`src/rtl/div_pkg.sv`:
```
// Shared types and constants for the sequential signed restoring divider.
// Operand width and the fixed Start-to-results latency live here.
package div_pkg;

  localparam int DIV_N       = 8;
  localparam int DIV_LATENCY = 10;

  typedef enum logic [2:0] {
    IDLE = 3'd0,
    PREP = 3'd1,
    ITER = 3'd2,
    FIX  = 3'd3,
    DONE = 3'd4
  } div_state_e;

endpackage

```
`src/rtl/div_step.sv`:
```
// One combinational restoring-division step: shift {P,Q} left, trial-subtract
// the divisor magnitude, keep the difference or restore, and shift in the quotient bit.
module div_step
  import div_pkg::*;
#(
  parameter int N = DIV_N
) (
  input  logic [N-1:0] p,
  input  logic [N-1:0] q,
  input  logic [N-1:0] d,
  output logic [N-1:0] p_nxt,
  output logic [N-1:0] q_nxt
);

  logic [N:0] p_sh;
  logic [N:0] trial;

  assign p_sh = {p, q[N-1]};

  nine_bit_adder u_sub (
    .a   (p_sh),
    .b   (~{1'b0, d}),
    .cin (1'b1),
    .sum (trial)
  );

  // The kept remainder is always below |d| <= 2^(N-1), so bit N of the
  // partial remainder is zero between steps and need not be stored.
  assign p_nxt = trial[N] ? p_sh[N-1:0] : trial[N-1:0];
  assign q_nxt = {q[N-2:0], ~trial[N]};

endmodule

```
`src/rtl/nine_bit_adder.sv`:
```
// Nine-bit ripple-carry adder shared by the arithmetic unit.
// Subtraction is done by the caller: invert b and set cin.
module nine_bit_adder (
  input  logic [8:0] a,
  input  logic [8:0] b,
  input  logic       cin,
  output logic [8:0] sum
);

  logic [8:0] carry;

  assign carry[0] = cin;

  for (genvar gi = 0; gi < 9; gi++) begin : g_bit
    assign sum[gi] = a[gi] ^ b[gi] ^ carry[gi];
    if (gi < 8) begin : g_carry
      assign carry[gi+1] = (a[gi] & b[gi]) | (a[gi] & carry[gi]) | (b[gi] & carry[gi]);
    end
  end

endmodule

```
`src/rtl/seq_divider.sv`:
```
// Sequential signed restoring divider: latches operands on Start, iterates N
// restoring steps on magnitudes, then applies signs and special cases.
//
// state | meaning
// IDLE  | waiting for Start; operands latched on the accepting edge
// PREP  | take magnitudes, record signs, clear partial remainder, load counter
// ITER  | one restoring step per cycle, N cycles via down-counter
// FIX   | sign-correct and register Quotient/Remainder/DivZero/Ovf
// DONE  | Done pulse for one cycle, then back to IDLE
module seq_divider
  import div_pkg::*;
#(
  parameter int N = DIV_N
) (
  input  logic         Clk,
  input  logic         Reset,
  input  logic         Start,
  input  logic [N-1:0] Dividend,
  input  logic [N-1:0] Divisor,
  output logic [N-1:0] Quotient,
  output logic [N-1:0] Remainder,
  output logic         Busy,
  output logic         Done,
  output logic         DivZero,
  output logic         Ovf
);

  localparam int CW = (N > 1) ? $clog2(N) : 1;

  div_state_e state_q, state_d;

  logic [N-1:0]  a_q, b_q;
  logic [N-1:0]  mag_b;
  logic [N-1:0]  p_r, q_r;
  logic [N-1:0]  p_nxt, q_nxt;
  logic          q_neg, r_neg;
  logic [CW-1:0] cnt;

  logic          div_zero, div_ovf;
  logic [N-1:0]  q_signed, r_signed;

  function automatic logic [N-1:0] magnitude(input logic [N-1:0] v);
    return v[N-1] ? (~v + 1'b1) : v;
  endfunction

  div_step #(.N(N)) u_step (
    .p     (p_r),
    .q     (q_r),
    .d     (mag_b),
    .p_nxt (p_nxt),
    .q_nxt (q_nxt)
  );

  always_ff @(posedge Clk or posedge Reset) begin
    if (Reset) state_q <= IDLE;
    else       state_q <= state_d;
  end

  always_comb begin
    state_d = state_q;
    Busy    = 1'b1;
    Done    = 1'b0;
    case (state_q)
      IDLE: begin
        Busy = 1'b0;
        if (Start) state_d = PREP;
      end
      PREP: state_d = ITER;
      ITER: if (cnt == '0) state_d = FIX;
      FIX:  state_d = DONE;
      DONE: begin
        Done    = 1'b1;
        state_d = IDLE;
      end
      default: begin
        Busy    = 1'b0;
        state_d = IDLE;
      end
    endcase
  end

  assign div_zero = (b_q == '0);
  assign div_ovf  = (a_q == {1'b1, {(N-1){1'b0}}}) && (b_q == '1);
  assign q_signed = q_neg ? (~q_r + 1'b1) : q_r;
  assign r_signed = r_neg ? (~p_r + 1'b1) : p_r;

  always_ff @(posedge Clk or posedge Reset) begin
    if (Reset) begin
      a_q       <= '0;
      b_q       <= '0;
      mag_b     <= '0;
      p_r       <= '0;
      q_r       <= '0;
      q_neg     <= 1'b0;
      r_neg     <= 1'b0;
      cnt       <= '0;
      Quotient  <= '0;
      Remainder <= '0;
      DivZero   <= 1'b0;
      Ovf       <= 1'b0;
    end else begin
      case (state_q)
        IDLE: begin
          if (Start) begin
            a_q <= Dividend;
            b_q <= Divisor;
          end
        end
        PREP: begin
          q_r   <= magnitude(a_q);
          mag_b <= magnitude(b_q);
          p_r   <= '0;
          q_neg <= a_q[N-1] ^ b_q[N-1];
          r_neg <= a_q[N-1];
          cnt   <= CW'(N - 1);
        end
        ITER: begin
          p_r <= p_nxt;
          q_r <= q_nxt;
          if (cnt != '0) cnt <= cnt - 1'b1;
        end
        FIX: begin
          DivZero <= div_zero;
          Ovf     <= div_ovf;
          if (div_zero) begin
            Quotient  <= '1;
            Remainder <= a_q;
          end else if (div_ovf) begin
            Quotient  <= {1'b1, {(N-1){1'b0}}};
            Remainder <= '0;
          end else begin
            Quotient  <= q_signed;
            Remainder <= r_signed;
          end
        end
        default: ;
      endcase
    end
  end

endmodule

```
`config.mk`:
```
export PLATFORM = sky130hd
export DESIGN_NAME = seq_divider
export DESIGN_NICKNAME = d
export VERILOG_FILES = /design/src/rtl/div_pkg.sv /design/src/rtl/div_step.sv /design/src/rtl/nine_bit_adder.sv /design/src/rtl/seq_divider.sv
export SDC_FILE = /design/constraint.sdc
export NUM_CORES = 1
export LEC_CHECK = 0
export CORE_MARGIN = 1.5
export CORE_UTILIZATION = 30
export DETAILED_ROUTE_END_ITERATION = 7
export GPL_ROUTABILITY_DRIVEN = 0
export GPL_TIMING_DRIVEN = 0
export MAX_ROUTING_LAYER = met4
export PLACE_DENSITY = 0.52
export SYNTH_ARGS = -nofsm -noshare
export SYNTH_HDL_FRONTEND = slang
export SYNTH_SLANG_ARGS = --single-unit
```
`constraint.sdc`:
```
create_clock -name Clk -period 4.86 [get_ports Clk]
set_clock_uncertainty 0.1 [all_clocks]
set_input_delay 1.458 -clock Clk [delete_from_list [all_inputs] [get_ports Clk]]
set_output_delay 1.458 -clock Clk [all_outputs]
set_load 0.01 [all_outputs]
```
# Word-level counts from Yosys, hierarchy flattened
# Index checks and enable logic that the tools add are counted.
# totals
register_bits	66
latch_bits	0
ramBits	0
rom_bits	0
word_cells	118
n_memories	0
# classes
add_sub_neg	5
n_mul	0
div_mod_pow	0
n_lt_le_gt_ge	0
n_eq_ne	9
n_shift	0
n_mux	18
n_bitwise	63
n_reduce_logical	10
# ops
op	count
8-bit 2-to-1 mux	9
8-bit by 1-bit adder with 8-bit output (second input constant)	4
8-bit inverter	4
8-bit one-hot mux with 2 select lines	2
1-bit bitwise AND	22
1-bit bitwise XOR	18
8-bit equality test (second input constant)	2
1-bit bitwise OR	16
3-bit one-hot mux with 4 select lines	1
3-bit 2-to-1 mux	3
8-bit inverter with 9-bit output	1
8-bit logical NOT	1
3-bit by 2-bit equality test with 1-bit output (second input constant)	2
3-bit logical NOT	2
2-bit != test (second input constant)	3
3-bit one-hot mux with 2 select lines	1
2-bit AND reduction	3
4-bit OR reduction	1
3-bit by 1-bit equality test with 1-bit output (second input constant)	1
3-bit equality test (second input constant)	1
3-bit nonzero test	1
3-bit by 1-bit subtractor with 3-bit output (second input constant)	1
1-bit 2-to-1 mux	2
1-bit inverter	2
other kinds (2)	2

# Depth between registers and ports, before layout
# logic_depth
word_depth	28
ltp_mapped	18
ltp_nobuf	17

# Cells and area by module
# Synthesis repeated with hierarchy kept, for this count alone.
# unflattened
cells_unflattened	331
area_unflattened_um2	3622.2
# by_module_without_submodules
mod	n_inst	cells_each	area_each_um2	seq_area_each_um2
seq_divider	1	291	3198.1	1651.6
div_step	1	26	221.5	0.0
nine_bit_adder	1	14	202.7	0.0

# Worst setup path before layout
# OpenSTA, ideal clock, no wires.
# synth_path
kind	register to register
start	reg q_r[7]
end	reg p_r[1]
setup_ps	128
arrival_ps	3790
required_ps	4632
slack_ps	842
stages_incl_launch_ff	18
n_path_buf	1
period_less_slack_ps	4018
path_cell_list	dfrtp_1 inv_1 ha_1 inv_1 fa_1 inv_1 fa_1 inv_1 fa_1 fa_1 fa_1 fa_1 inv_1 fa_1 xor2_1 clkbuf_1 mux2i_1 o22ai_1
# synth_via
elab_chain_cells	27
word_cells_on_any_way	35
# synth_lines
item	line	text
from (decl)	seq_divider.sv:34	logic [N-1:0] p_r, q_r;
from (signal assigned)	seq_divider.sv:110	q_r <= magnitude(a_q);
from (signal assigned)	seq_divider.sv:119	q_r <= q_nxt;
1-bit bitwise AND	nine_bit_adder.sv:17	assign carry[gi+1] = (a[gi] & b[gi]) | (a[gi] & carry[gi]) | (b[gi] & carry[gi]);
1-bit bitwise OR * (2 in a row)	nine_bit_adder.sv:17	
1-bit bitwise AND	nine_bit_adder.sv:17	
1-bit bitwise OR (2 in a row)	nine_bit_adder.sv:17	
1-bit bitwise AND	nine_bit_adder.sv:17	
1-bit bitwise OR (2 in a row)	nine_bit_adder.sv:17	
1-bit bitwise AND	nine_bit_adder.sv:17	
1-bit bitwise OR (2 in a row)	nine_bit_adder.sv:17	
(+4 left out)	n/a	
1-bit bitwise OR (2 in a row)	nine_bit_adder.sv:17	
1-bit bitwise AND	nine_bit_adder.sv:17	
1-bit bitwise OR (2 in a row)	nine_bit_adder.sv:17	
1-bit bitwise AND	nine_bit_adder.sv:17	
1-bit bitwise OR (2 in a row)	nine_bit_adder.sv:17	
1-bit bitwise XOR	nine_bit_adder.sv:15	assign sum[gi] = a[gi] ^ b[gi] ^ carry[gi];
8-bit 2-to-1 mux *	div_step.sv:29	assign p_nxt = trial[N] ? p_sh[N-1:0] : trial[N-1:0];
8-bit one-hot mux with 2 select lines *	seq_divider.sv:102	case (state_q)
to (signal assigned)	seq_divider.sv:118	p_r <= p_nxt;
to (decl)	seq_divider.sv:34	
# Mark *: on every way between the ends. The rest lies on a longest branch, timed or not.
# A chain may end at the register's enable or synchronous reset.

# Final worst setup path
# layout_path
start	reg q_r[7]
end	reg p_r[4]
# layout_via
elab_chain_cells	27
word_cells_on_any_way	35
# layout_lines
item	line
1-bit bitwise AND	nine_bit_adder.sv:17
1-bit bitwise OR * (2 in a row)	nine_bit_adder.sv:17
1-bit bitwise AND	nine_bit_adder.sv:17
1-bit bitwise OR	nine_bit_adder.sv:17
1-bit bitwise OR *	nine_bit_adder.sv:17
1-bit bitwise AND	nine_bit_adder.sv:17
1-bit bitwise OR	nine_bit_adder.sv:17
1-bit bitwise OR *	nine_bit_adder.sv:17
(+7 left out)	n/a
1-bit bitwise OR (2 in a row)	nine_bit_adder.sv:17
1-bit bitwise AND	nine_bit_adder.sv:17
1-bit bitwise OR (2 in a row)	nine_bit_adder.sv:17
1-bit bitwise AND	nine_bit_adder.sv:17
1-bit bitwise OR (2 in a row)	nine_bit_adder.sv:17
1-bit bitwise XOR	nine_bit_adder.sv:15
8-bit 2-to-1 mux *	div_step.sv:29
8-bit one-hot mux with 2 select lines *	seq_divider.sv:102
# Marked as above.

==> impl_metrics.tcl <==
set metrics [dict create \
    grt_max_degree 67 \
    synth_cell_types 45 \
    area_growth_pct 24.4 \
    drc 0 \
    final-hold-violation-count 0 \
    nets 418 \
    htreeDepth 3 \
    drt-total-wl_mm 8.07 \
    final_cell_mix "dfrtp_1, o21ai_0, clkdlybuf4s50_1" \
    grt_pass1_vias 2577 \
    cts_buffer_depth 2 \
    fin_util_pct 38.1 \
    synthesis.area_um2 3470 \
    crit_path_max_fanout 10 \
    regArea_um2 1650 \
    yosys_warnings 0 \
    row_count 39 \
    drv_slew 0 \
    clkTransAtPathRegs_ps 60 \
    holdCritPathClass "reg -> reg" \
    path_cells "inv_1 -> ha_1 -> inv_1 -> fa_1 -> inv_1 -> fa_1 -> inv_1 -> fa_1 -> fa_1 -> fa_1 -> fa_1 -> inv_1 -> fa_1 -> xor2_1 -> clkbuf_1 -> mux2i_1 -> o21ai_0" \
    yosys_register_bits 66 \
    fmax_mhz 228 \
    cts_resized 0 \
    wire_per_inst_um 15.2 \
    drtAntennaViolNets 0 \
    timing.critical_path.from_type "register" \
    insertion_delay_ps 330 \
    drtIter0Drc 84 \
    synth.avg_cell_area_um2 10.3 \
    die_w_um 110 \
    cts_hold_buf 0 \
    ys_seq_area_share_pct 47.7 \
    ir_drop_mv 0.197 \
    cts_sinks 66 \
    cts_tree "built" \
    io_pins 39 \
    max_cap_viol_count 0 \
    required_ps 4950 \
    busiest_layer "met2" \
    async_reset_ff_share_pct 100 \
    rsz0062_at_grt "no" \
    grtUsageTotal_pct 14.2 \
    num_vias 2595 \
    powerDensity_nw_per_um2 710 \
    power.leakage_uw 0.00181 \
    diodes 0 \
    hold_ws_ps 374 \
    final.min_clock_period_ps 4380 \
    post-route-period-util_pct 90.1 \
    finalSetupViolations 0 \
    crit_type "reg -> reg" \
    synth_edf_count 0 \
    synth-main-ff-cell "dfrtp_1" \
    crit_top_cell "fa_1" \
    grtUsageMet3_pct 2.52 \
    dr.pass1.iters 5 \
    synth_cells 335 \
    outcome "completed" \
    max_slew_margin_pct 44.8 \
    crit_arrival_ps 4460 \
    cp-end-kind "register" \
    cts-root-buf "clkbuf_16" \
    fillerInstances 1148 \
    initial_core_util_pct 30.6 \
    core_area_um2 11300 \
    tightest_slew_ps 816 \
    dieHeight_um 110 \
    layout_commonest_cell "dfrtp_1" \
    cts_made_buffers 9 \
    gr-usage-met1_pct 19.1 \
    syn_nets 369 \
    via_per_inst 4.88 \
    multi_input_area_um2 1650 \
    hpwl_mm 5.94 \
    cts_setup_buffers 0 \
    max_stage_delay_ps 440 \
    grt_pass1_wl_mm 13.4 \
    drive_gt1_share_pct 9.00 \
    cpMaxStageDelayCell "clkbuf_1" \
    grt_overflow 0 \
    dieArea_um2 12200 \
    antenna_found_initial 0 \
    met2_usage_pct 21.9 \
    fin_tns_setup_ps 0 \
    io_buffers 38 \
]
[through the flow]
stage / instances / power [uW] / worst slack (ps) / instance area [um2]
5_1_grt: 532 / 3330 / 240 / 4310
3_5_place_dp: 516 / 2480 / 505 / 4030
4_1_cts: 532 / 3100 / 474 / 4310
2_1_floorplan: 335 / 2010 / 842 / 3470
6_report: 532 / 3060 / 483 / 4310
3_3_place_gp: 516 / 2460 / 402 / 4030
[routing by layer]
layer / share of wire [%] / up-vias
li1: - / 1273
met1: 50 / 1264
met2: 46 / 47
met3: 3.0 / 11
met4: 1.3 / 0
met5: 0 / -
[area by class of cell]
type                       instances  area share (%)
buffer                            18            1.68
clock buffer                      12            5.95
clock inverter                     4           0.610
inverter                          25            2.24
multi-input combinational        226            38.2
sequential                        66            38.3
tap                              143            4.15
timing repair buffer              38            8.82
[cell families (layout without fill, tap and decap cells)]
logic type                 Yosys count  count (layout)  synth area share [%]
AOI/OAI and AO/OA                   92              92                  16.9
xor gates and xnor gates            25              25                  6.32
adders and majority gates           15              15                  6.93
buffers and inverters               43              97                  4.80
DFF                                 66              66                  47.7
muxes                               21              21                  6.46
and+or+nand+nor                     73              73                  10.9
[worst max-delay path, delay by kind of cell (launching register included)]
family                   cells  cell delay [ps]
flip-flops                   1              400
AO/OA/AOI/OAI                1              110
XOR/XNOR                     1              260
multiplexers                 1              230
adder cells (fa/ha/maj)      8             2360
buffers and inverters        6              770
[power breakdown]
group | switching [uW] | total (uW) | internal [uW]
Sequential | 255 | 1040 | 789
Clock | 234 | 606 | 372
Combinational | 745 | 1410 | 668
[final timing paths]
check	slack (ps)	endpoint	cells after the start	startpoint
max	480	p_r[4]$_DFFE_PP0N_	17	q_r[7]$_DFFE_PP0N_
min	370	DivZero$_DFFE_PP0P_	1	DivZero$_DFFE_PP0P_
max reg2reg	480	p_r[4]$_DFFE_PP0N_	17	q_r[7]$_DFFE_PP0N_
min reg2reg	370	DivZero$_DFFE_PP0P_	1	DivZero$_DFFE_PP0P_
max in group asynchronous	2580	Remainder[6]$_DFFE_PP0P_	2	Reset
min in group asynchronous	1550	b_q[2]$_DFFE_PP0P_	2	Reset
[cell usage after synthesis, types with 2 or more instances]
cell	count	area share [%]
or4_1	3	0.65
ha_1	8	2.9
o22ai_1	2	0.36
mux2i_1	10	2.9
o31ai_1	4	0.87
mux2_2	11	3.6
or3_1	2	0.36
nor4_1	4	0.72
a22oi_1	13	2.8
o221ai_1	2	0.51
fa_1	7	4.0
nand2_1	31	3.4
nand2b_1	2	0.36
dfrtp_1	66	48
or3b_2	2	0.51
nor2b_1	4	0.72
clkbuf_1	16	1.7
xor2_1	12	3.0
a22o_1	3	0.76
a21oi_1	8	1.2
nor3_1	5	0.72
xnor2_1	13	3.3
o41ai_1	2	0.51
a21boi_0	7	1.5
o21ai_1	8	1.2
o21ai_0	38	5.5
nor2_1	9	0.97
nor3b_1	2	0.43
inv_1	25	2.7
[sequential cells by signal, indices dropped and copies added, names as in the netlist, 3 cells and up]
signal and flops:
Quotient 8, q_r 8, cnt 3, p_r 8, Remainder 8, a_q 8
mag_b 8, b_q 8, state_q 3
No activity file was read; power rests on OpenSTA's default activity.
